[src/rtl/serial_subtractor_pkg.sv]
// Shared definitions for the bit-serial subtractor: FSM state encoding.
package serial_subtractor_pkg;

    typedef enum logic [1:0] {
        IDLE    = 2'd0,
        SHIFT   = 2'd1,
        DONE_ST = 2'd2
    } state_t;

endpackage

[src/rtl/serial_subtractor_if.sv]
// START/BUSY/DONE handshake and operand/result bus for the serial subtractor.
interface serial_subtractor_if #(
    parameter int WIDTH = 8
);
    logic             start;
    logic [WIDTH-1:0] a;
    logic [WIDTH-1:0] b;
    logic             busy;
    logic             done;
    logic [WIDTH-1:0] diff;
    logic             borrow;

    modport master (output start, a, b, input busy, done, diff, borrow);
    modport slave  (input start, a, b, output busy, done, diff, borrow);
endinterface

[src/rtl/serial_subtractor_full_subtractor.sv]
// Combinational 1-bit full-subtractor cell: a - b - bin = diff - 2*bout.
module full_subtractor (
    input  logic a,
    input  logic b,
    input  logic bin,
    output logic diff,
    output logic bout
);
    assign diff = a ^ b ^ bin;
    assign bout = (~a & b) | (~(a ^ b) & bin);
endmodule

[src/rtl/serial_subtractor.sv]
// Bit-serial A - B, LSB first, one bit per clock through a single subtractor cell.
//   state   | meaning
//   IDLE    | waiting for start; outputs hold last result
//   SHIFT   | one operand bit per clock through the cell
//   DONE_ST | one-cycle completion pulse, busy still high
module serial_subtractor
    import serial_subtractor_pkg::*;
#(
    parameter int WIDTH = 8
) (
    input  logic               clk,
    input  logic               rst_n,
    serial_subtractor_if.slave bus
);
    localparam int CW = $clog2(WIDTH + 1);

    state_t           state;
    state_t           state_nxt;
    logic [WIDTH-1:0] a_sr;
    logic [WIDTH-1:0] b_sr;
    logic [WIDTH-1:0] res_sr;
    logic [WIDTH-1:0] diff_q;
    logic             borrow_ff;
    logic             borrow_q;
    logic [CW-1:0]    cnt;
    logic             cell_diff;
    logic             cell_bout;
    logic             last;

    full_subtractor u_cell (
        .a    (a_sr[0]),
        .b    (b_sr[0]),
        .bin  (borrow_ff),
        .diff (cell_diff),
        .bout (cell_bout)
    );

    assign last = (cnt == CW'(WIDTH - 1));

    always_comb begin
        state_nxt = state;
        case (state)
            IDLE:    if (bus.start) state_nxt = SHIFT;
            SHIFT:   if (last) state_nxt = DONE_ST;
            DONE_ST: state_nxt = IDLE;
            default: state_nxt = IDLE;
        endcase
    end

    always_ff @(posedge clk or negedge rst_n) begin
        if (!rst_n) state <= IDLE;
        else        state <= state_nxt;
    end

    always_ff @(posedge clk or negedge rst_n) begin
        if (!rst_n) begin
            a_sr      <= '0;
            b_sr      <= '0;
            res_sr    <= '0;
            borrow_ff <= 1'b0;
            cnt       <= '0;
            diff_q    <= '0;
            borrow_q  <= 1'b0;
        end else begin
            case (state)
                IDLE: begin
                    if (bus.start) begin
                        a_sr      <= bus.a;
                        b_sr      <= bus.b;
                        res_sr    <= '0;
                        borrow_ff <= 1'b0;
                        cnt       <= '0;
                    end
                end
                SHIFT: begin
                    a_sr      <= a_sr >> 1;
                    b_sr      <= b_sr >> 1;
                    res_sr    <= {cell_diff, res_sr[WIDTH-1:1]};
                    borrow_ff <= cell_bout;
                    cnt       <= cnt + CW'(1);
                    // Publish only the complete word so diff never shows partial bits
                    if (last) begin
                        diff_q   <= {cell_diff, res_sr[WIDTH-1:1]};
                        borrow_q <= cell_bout;
                    end
                end
                default: ;
            endcase
        end
    end

    assign bus.busy   = (state == SHIFT) || (state == DONE_ST);
    assign bus.done   = (state == DONE_ST);
    assign bus.diff   = diff_q;
    assign bus.borrow = borrow_q;
endmodule
[src/flat_wrapper.sv]
// flat-port wrapper written by rule: the top's interface ports become plain ports
module serial_subtractor_flat import serial_subtractor_pkg::*;
#(
    parameter int WIDTH = 8
)
  (clk, rst_n, bus_start, bus_a, bus_b, bus_busy, bus_done, bus_diff, bus_borrow);
  serial_subtractor_if #(.WIDTH(WIDTH)) bus_i ();
  input  logic clk;
  input  logic rst_n;
  input wire logic [$bits(bus_i.start)-1:0] bus_start;
  input wire logic [$bits(bus_i.a)-1:0] bus_a;
  input wire logic [$bits(bus_i.b)-1:0] bus_b;
  output wire logic [$bits(bus_i.busy)-1:0] bus_busy;
  output wire logic [$bits(bus_i.done)-1:0] bus_done;
  output wire logic [$bits(bus_i.diff)-1:0] bus_diff;
  output wire logic [$bits(bus_i.borrow)-1:0] bus_borrow;
  assign bus_i.start = bus_start;
  assign bus_i.a = bus_a;
  assign bus_i.b = bus_b;
  assign bus_busy = bus_i.busy;
  assign bus_done = bus_i.done;
  assign bus_diff = bus_i.diff;
  assign bus_borrow = bus_i.borrow;
  serial_subtractor #(.WIDTH(WIDTH)) u_core (.clk(clk), .rst_n(rst_n), .bus(bus_i));
endmodule
[config.mk]
export PLATFORM = sky130hd
export DESIGN_NAME = serial_subtractor_flat
export DESIGN_NICKNAME = d
export VERILOG_FILES = /design/src/rtl/serial_subtractor_pkg.sv /design/src/rtl/serial_subtractor_if.sv /design/src/rtl/serial_subtractor_full_subtractor.sv /design/src/rtl/serial_subtractor.sv /design/src/flat_wrapper.sv
export SDC_FILE = /design/constraint.sdc
export NUM_CORES = 1
export LEC_CHECK = 0
export CORE_MARGIN = 4
export CORE_UTILIZATION = 32
export DETAILED_ROUTE_END_ITERATION = 16
export PLACE_DENSITY = 0.65
export SLEW_MARGIN = 20
export SYNTH_ARGS = -nofsm -noshare
export SYNTH_HDL_FRONTEND = slang
export SYNTH_SLANG_ARGS = --single-unit
[constraint.sdc]
create_clock -name clk -period 1.68 [get_ports clk]
set_input_delay 0.42 -clock clk [delete_from_list [all_inputs] [get_ports clk]]
set_output_delay 0.42 -clock clk [all_outputs]
set_load 0.02 [all_outputs]
Word level (Yosys, flattened, before mapping)
Cells that the tools add are included.
{"block": "totals", "regBits": 40, "latch_bits": 0, "mem_bits_rw": 0, "mem_bits_ro": 0, "inputBits": 19, "output_inout_bits": 11, "elab_cells": 40, "memories": 0}
{"block": "op_classes", "n_addsub": 1, "multipliers": 0, "n_div": 0, "magnitude_cmp": 0, "n_eq_ne": 5, "n_shift": 0, "n_mux": 13, "n_bitwise": 7, "reduce_logical": 6}
{"op": "$pmux W8 S2", "count": 3}
{"op": "$mux W8", "count": 3}
{"op": "$pmux W4 S2", "count": 1}
{"op": "$reduce_and A2 Y1", "count": 3}
{"op": "$add A4 B1 Y4 const B", "count": 1}
{"op": "$eq A4 B3 Y1 const B", "count": 1}
{"op": "$mux W2", "count": 2}
{"op": "$mux W4", "count": 1}
{"op": "$pmux W2 S2", "count": 1}
{"op": "$and A1 B1 Y1", "count": 2}
{"op": "$eq A2 B1 Y1 const B", "count": 1}
{"op": "$eq A2 B2 Y1 const B", "count": 1}
{"op": "$logic_not A2 Y1", "count": 1}
{"op": "$ne A2 B1 Y1 const B", "count": 1}
{"op": "$ne A2 B2 Y1 const B", "count": 1}
{"op": "$not A1 Y1", "count": 2}
{"op": "$pmux W1 S2", "count": 1}
{"op": "$reduce_bool A2 Y1", "count": 1}
{"op": "$xor A1 B1 Y1", "count": 2}
{"op": "$logic_or A1 B1 Y1", "count": 1}
{"op": "$mux W1", "count": 1}
{"op": "$or A1 B1 Y1", "count": 1}

Logic depth before layout (Yosys ltp)
{"block": "depth", "word_depth": 5, "depth_mapped": 7, "depth_no_buf": 5}

Hierarchy
Synthesis repeated with hierarchy kept, for this count alone.
{"block": "unflattened", "hier_cells": 144, "area_unflattened_um2": 1720.4}
{"mod": "serial_subtractor", "n_inst": 1, "cells_per_inst": 140, "area_per_inst_um2": 1689.1, "seq_area_each_um2": 975.9}
{"mod": "full_subtractor", "n_inst": 1, "cells_per_inst": 4, "area_per_inst_um2": 31.3, "seq_area_each_um2": 0.0}

Worst setup path before layout
No wires, ideal clock.
{"block": "synth_path", "path_kind": "register to register", "start": "reg u_core.state[0]", "end": "reg u_core.a_sr[5]", "setup_ps": 133, "arrival_ps": 1387, "required_ps": 1547, "path_slack_ps": 160, "stages_incl_launch_ff": 6, "n_path_buf": 1, "cell_sequence": "dfrtp_1 > inv_1 > ha_1 > mux2i_2 > clkbuf_1 > o21ai_0"}
{"block": "synth_between", "elab_chain_len": 3, "elab_cells_between_ends": 6, "classes_between": "eq/ne (2); mux (1); reduce/logical (3)"}
{"item": "from (decl)", "line_no": "serial_subtractor.sv:17", "text": "state_t state;"}
{"item": "from (signal assigned)", "line_no": "serial_subtractor.sv:52", "text": "else state <= state_nxt;"}
{"item": "$eq A2 B1 Y1 or $logic_not A2 Y1 (tied branches)", "line_no": "serial_subtractor.sv:65", "text": "case (state)"}
{"item": "$reduce_bool A2 Y1 (no line) or $ne A2 B2 Y1 (tied branches)"}
{"item": "$reduce_and A2 Y1 (no line)"}
{"item": "to (signal assigned)", "line_no": "serial_subtractor.sv:68", "text": "a_sr <= bus.a;"}
{"item": "to (signal assigned)", "line_no": "serial_subtractor.sv:76", "text": "a_sr <= a_sr >> 1;"}
{"item": "to (decl)", "line_no": "serial_subtractor.sv:19", "text": "logic [WIDTH-1:0] a_sr;"}
Parallel ways exist; a longest one is shown, timed or not.
A chain may end at the register's enable or synchronous reset.

Worst setup path in the final report
{"block": "layout_path", "start": "reg u_core.diff_q[5] (netlist: u_core.bus.diff[5])", "end": "out bus_diff[5]"}
{"item": "from (decl)", "line_no": "serial_subtractor.sv:22", "text": "logic [WIDTH-1:0] diff_q;"}
{"item": "from (signal assigned)", "line_no": "serial_subtractor.sv:83", "text": "diff_q <= {cell_diff, res_sr[WIDTH-1:1]};"}
{"item": "to (decl)", "line_no": "flat_wrapper.sv:15", "text": "output wire logic [$bits(bus_i.diff)-1:0] bus_diff;"}
No word-level cell between the ends.

==> flow_summary.html <==
<table>
<tr><th>Metric</th><th>Value</th></tr>
<tr><th colspan="2">Power</th></tr>
<tr><td>Net Sw Power</td><td>approximately 1200 µW</td></tr>
<tr><td>Part of the power in registers</td><td>0.435</td></tr>
<tr><td>Final Power</td><td>around 3400 µW</td></tr>
<tr><td>Switching power share of the total</td><td>0.355</td></tr>
<tr><td>Clk network pwr share</td><td>0.163</td></tr>
<tr><td>Internal Pwr Total</td><td>approximately 2200 µW</td></tr>
<tr><td>P_leak</td><td>0.00114 µW</td></tr>
<tr><td>Cell Pwr Density</td><td>about 1500 nW/µm²</td></tr>
<tr><td>Worst IR Drop VDD</td><td>0.000643 V</td></tr>
<tr><td>Combinational power share</td><td>0.402</td></tr>
<tr><th colspan="2">Routing</th></tr>
<tr><td>Via count of the routed design</td><td>approximately 1200</td></tr>
<tr><td>Total length of routed wires</td><td>about 3100 µm</td></tr>
<tr><td>Drt first-iter violations</td><td>slightly below 90</td></tr>
<tr><td>Post-route antenna net violation count</td><td>0</td></tr>
<tr><td>Count of unresolved DRC violations after routing</td><td>0</td></tr>
<tr><td>Routed WL per cell</td><td>12.4 µm</td></tr>
<tr><td>Number of detailed-route iterations in the first pass</td><td>4</td></tr>
<tr><td>Vias per inst</td><td>~4.7</td></tr>
<tr><th colspan="2">Critical path</th></tr>
<tr><td>Reg2reg path depth</td><td>5</td></tr>
<tr><td>Kind of cell adding the most delay to the critical path</td><td>buffers and inverters</td></tr>
<tr><td>Data required time at the worst endpoint</td><td>between 1 and 1.5 ns</td></tr>
<tr><td>Number of buffers and inverters on the critical path</td><td>1</td></tr>
<tr><td>CP max-delay cell</td><td>clkdlybuf4s50_1</td></tr>
<tr><td>Maximum cell stage delay along the critical path</td><td>approximately 0.60 ns</td></tr>
<tr><td>Data arrival time at the worst-slack endpoint</td><td>roughly 1.2 ns</td></tr>
<tr><td>Cell breakdown of the critical path</td><td>clkdlybuf4s50_1</td></tr>
<tr><td>Logic depth of the worst path, buffers included</td><td>1</td></tr>
<tr><td>Worst Path Max Fanout</td><td>2</td></tr>
<tr><td>Critical path launch point type</td><td>flip-flop</td></tr>
<tr><td>Type of element capturing the critical path</td><td>primary output</td></tr>
<tr><td>Critical path type</td><td>flip-flop to primary output</td></tr>
<tr><th colspan="2">Clock network</th></tr>
<tr><td>TritonCTS clock tree</td><td>yes</td></tr>
<tr><td>Count of buffers added by post-CTS timing repair for setup</td><td>0</td></tr>
<tr><td>H-Tree Depth</td><td>2</td></tr>
<tr><td>Clock root buffer</td><td>clkbuf_8</td></tr>
<tr><td>Insertion delay to the later sink of the worst-skew pair</td><td>approximately 0.28 ns</td></tr>
<tr><td>Clock buffer depth</td><td>2</td></tr>
<tr><td>Clock edge transition at the registers on the reported setup and hold paths</td><td>about 0.07 ns</td></tr>
<tr><td>Number of sinks handled by clock tree synthesis</td><td>39</td></tr>
<tr><td>Number of CTS-inserted buffers</td><td>5</td></tr>
<tr><th colspan="2">Floorplanning</th></tr>
<tr><td>Die Y-Extent</td><td>between 80 and 90 µm</td></tr>
<tr><td>Std cell rows</td><td>26</td></tr>
<tr><td>I/O Pins</td><td>30</td></tr>
<tr><td>Floorplan core area</td><td>~5100 µm²</td></tr>
<tr><td>Effective utilization at floorplan</td><td>0.334</td></tr>
<tr><td>Overall die area</td><td>6600 µm²</td></tr>
<tr><td>Width of the die</td><td>roughly 80 µm</td></tr>
<tr><th colspan="2">Synthesis</th></tr>
<tr><td>Register area share after synthesis</td><td>0.569</td></tr>
<tr><td>Synth warn</td><td>0</td></tr>
<tr><td>Post-Syn Nets</td><td>~170</td></tr>
<tr><td>Largest family of logic cells by synthesized area</td><td>multiplexers</td></tr>
<tr><td>Proportion of synthesized area in mux cells</td><td>0.142</td></tr>
<tr><td>Synth Area in Compound Gates</td><td>0.113</td></tr>
<tr><td>Fraction of the mapped netlist area in adder cells</td><td>0.0408</td></tr>
<tr><td>Synthesized instance count</td><td>147</td></tr>
<tr><td>Per-instance average area after synthesis</td><td>around 12 µm²</td></tr>
<tr><td>Fraction of synthesized cell area in xor and xnor cells</td><td>0</td></tr>
<tr><td>Post-synthesis simple-gate area fraction</td><td>0.102</td></tr>
<tr><td>Mapped Area</td><td>~1700 µm²</td></tr>
<tr><td>Synthesis-stage register bit count</td><td>39</td></tr>
<tr><td>Distinct cells, synth</td><td>24</td></tr>
<tr><th colspan="2">Finish</th></tr>
<tr><td>Total Nets Final</td><td>208</td></tr>
<tr><td>Most common library cell in the layout ignoring fill and taps</td><td>dfrtp_1</td></tr>
<tr><td>Area of all sequential standard cells</td><td>976 µm²</td></tr>
<tr><td>Final-layout fill cell count</td><td>between 500 and 600</td></tr>
<tr><td>Antenna Cells</td><td>0</td></tr>
<tr><td>Area occupied by multi-input gates</td><td>approximately 700 µm²</td></tr>
<tr><td>Fraction of layout instances using a drive strength above 1</td><td>0.153</td></tr>
<tr><td>Area growth from synthesis to layout</td><td>29.5%</td></tr>
<tr><td>Leading cell types in the layout, fill and taps excluded</td><td>dfrtp_1, nand2_1, o21ai_0</td></tr>
<tr><th colspan="2">Place</th></tr>
<tr><td>Pre-CTS setup slack</td><td>-0.0659 ns</td></tr>
<tr><td>Routability congestion estimate</td><td>0.749</td></tr>
<tr><td>Total of buffers placed on input and output ports</td><td>29</td></tr>
<tr><td>Detailed placement HPWL</td><td>2230 µm</td></tr>
<tr><th colspan="2">STA</th></tr>
<tr><td>Max Fclk</td><td>about 600 MHz</td></tr>
<tr><td>Setup Viol. Count Final</td><td>0</td></tr>
<tr><td>Setup slack after layout</td><td>just over 0.04 ns</td></tr>
<tr><td>RSZ-0062 raised after global routing</td><td>false</td></tr>
<tr><td>Max-slew headroom</td><td>0.681</td></tr>
<tr><td>Time the final worst path needs with I/O delays and setup</td><td>about 1.6 ns</td></tr>
<tr><td>Ratio of final minimum period to clock period</td><td>0.976</td></tr>
<tr><td>Final count of hold timing violations</td><td>0</td></tr>
<tr><td>Setup_tns</td><td>0 ns</td></tr>
<tr><td>Final worst clock skew</td><td>between 0.001 and 0.0015 ns</td></tr>
<tr><td>Final slew viol count</td><td>0</td></tr>
<tr><td>Tightest Pin Transition</td><td>approximately 0.48 ns</td></tr>
<tr><th colspan="2">GRT</th></tr>
<tr><td>Pin count of the biggest net entering global routing</td><td>40</td></tr>
<tr><td>Global route total overflow</td><td>0</td></tr>
<tr><td>Global-route wire length before repair</td><td>approximately 5500 µm</td></tr>
<tr><td>Antenna violations before repair</td><td>0</td></tr>
<tr><td>Vias in the first global route</td><td>1242</td></tr>
<tr><td>Tot GR Track Use</td><td>0.108</td></tr>
<tr><th colspan="2">Flow run</th></tr>
<tr><td>Maximum capacitance violations</td><td>0</td></tr>
<tr><th colspan="2">Run status</th></tr>
<tr><td>Outcome</td><td>completed</td></tr>
<tr><th colspan="2">Worst hold path</th></tr>
<tr><td>Path type of the worst min-delay path</td><td>primary input to async pin</td></tr>
</table>
-- stage by stage --
| step | cell area [µm²] | instances | hold WS, ns | utilization |
|---|---|---|---|---|
| after floorplan | 1720 | 147 | 0.124 | - |
| after global placement | 2130 | 247 | 0.461 | 0.414 |
| after detailed placement | 2130 | 247 | 0.470 | 0.414 |
| after CTS | 2190 | 253 | 0.189 | 0.426 |
| after global routing | 2220 | 253 | 0.220 | 0.432 |
| final | 2220 | 253 | 0.180 | 0.432 |
-- power groups by stage --
stage	logic [µW]	registers [µW]	clock network, µW
5_1_grt	1570	1540	624
6_report	1380	1500	562
4_1_cts	1380	1500	587
3_3_place_gp	1370	1500	0
2_1_floorplan	914	1510	0
3_5_place_dp	1400	1510	0
-- worst paths after layout --
kind                                     from          endpoint  slack (ns)
min reg2reg                    u_core.b_sr[0]    u_core.b_sr[0]        0.48
max                        u_core.bus.diff[5]       bus_diff[5]        0.04
max in group asynchronous               rst_n    u_core.a_sr[2]        1.17
max reg2reg                   u_core.state[0]     u_core.cnt[3]        0.10
min                                     rst_n  u_core.res_sr[1]        0.18
min in group clk               u_core.b_sr[0]    u_core.b_sr[0]        0.48
-- cells in the mapped netlist --
| master | n | area (µm²) |
|---|---|---|
| a21oi_1 | 1 | 5.00 |
| a22o_1 | 8 | 70.1 |
| a22oi_1 | 1 | 7.51 |
| a311oi_1 | 1 | 8.76 |
| and2_1 | 1 | 6.26 |
| buf_2 | 6 | 30.0 |
| clkbuf_1 | 2 | 7.51 |
| dfrtp_1 | 39 | 976 |
| fa_1 | 1 | 20.0 |
| ha_1 | 4 | 50.1 |
| inv_1 | 5 | 18.8 |
| mux2_2 | 8 | 90.1 |
| mux2i_1 | 14 | 140 |
| mux2i_2 | 1 | 13.8 |
| nand2_1 | 24 | 90.1 |
| nand2b_1 | 3 | 18.8 |
| nand3_1 | 3 | 15.0 |
| nand3b_1 | 1 | 7.51 |
| nand4b_1 | 1 | 8.76 |
| nand4b_2 | 1 | 15.0 |
| nor2_1 | 1 | 3.75 |
| o211ai_1 | 1 | 7.51 |
| o21ai_0 | 19 | 95.1 |
| or4b_1 | 1 | 10.0 |
-- state kept, by name, indices dropped and copies added, names as in the netlist --
register and cells:
u_core.a_sr 8, u_core.b_sr 8, u_core.borrow_ff 1, u_core.bus.borrow 1
u_core.bus.diff 8, u_core.cnt 4, u_core.res_sr 7, u_core.state 2
-- area by class of cell --
type	instances	area share
Inverter	5	0.00845
Timing Repair Buffer	38	0.163
Multi-Input combinational cell	95	0.317
Tap cell	70	0.0394
Sequential cell	39	0.439
Clock buffer	6	0.0327
-- kinds of logic (layout without fill, tap and decap cells) --
logic type | after synthesis | in the layout
AOI/OAI and AO/OA | 31 | 31
adders and majority gates | 5 | 5
buffers and inverters | 13 | 49
DFF | 39 | 39
muxes | 23 | 23
and+or+nand+nor | 36 | 36
-- layer usage --
layer,vias to the layer above,share of wire,global-route usage
met4,0,0.016,0.0405
met2,28,0.47,0.178
met1,566,0.45,0.132
met3,5,0.059,0.0333
met5,-,0,0
li1,586,-,-
-- repair_timing --
action / in CTS / in global routing
gates cloned: 0 / 0
endpoints found under the setup margin: 4 / 22
hold buffers: 0 / 0
gates resized for setup: 8 / 11
No activity file was read; power rests on OpenSTA's default activity.
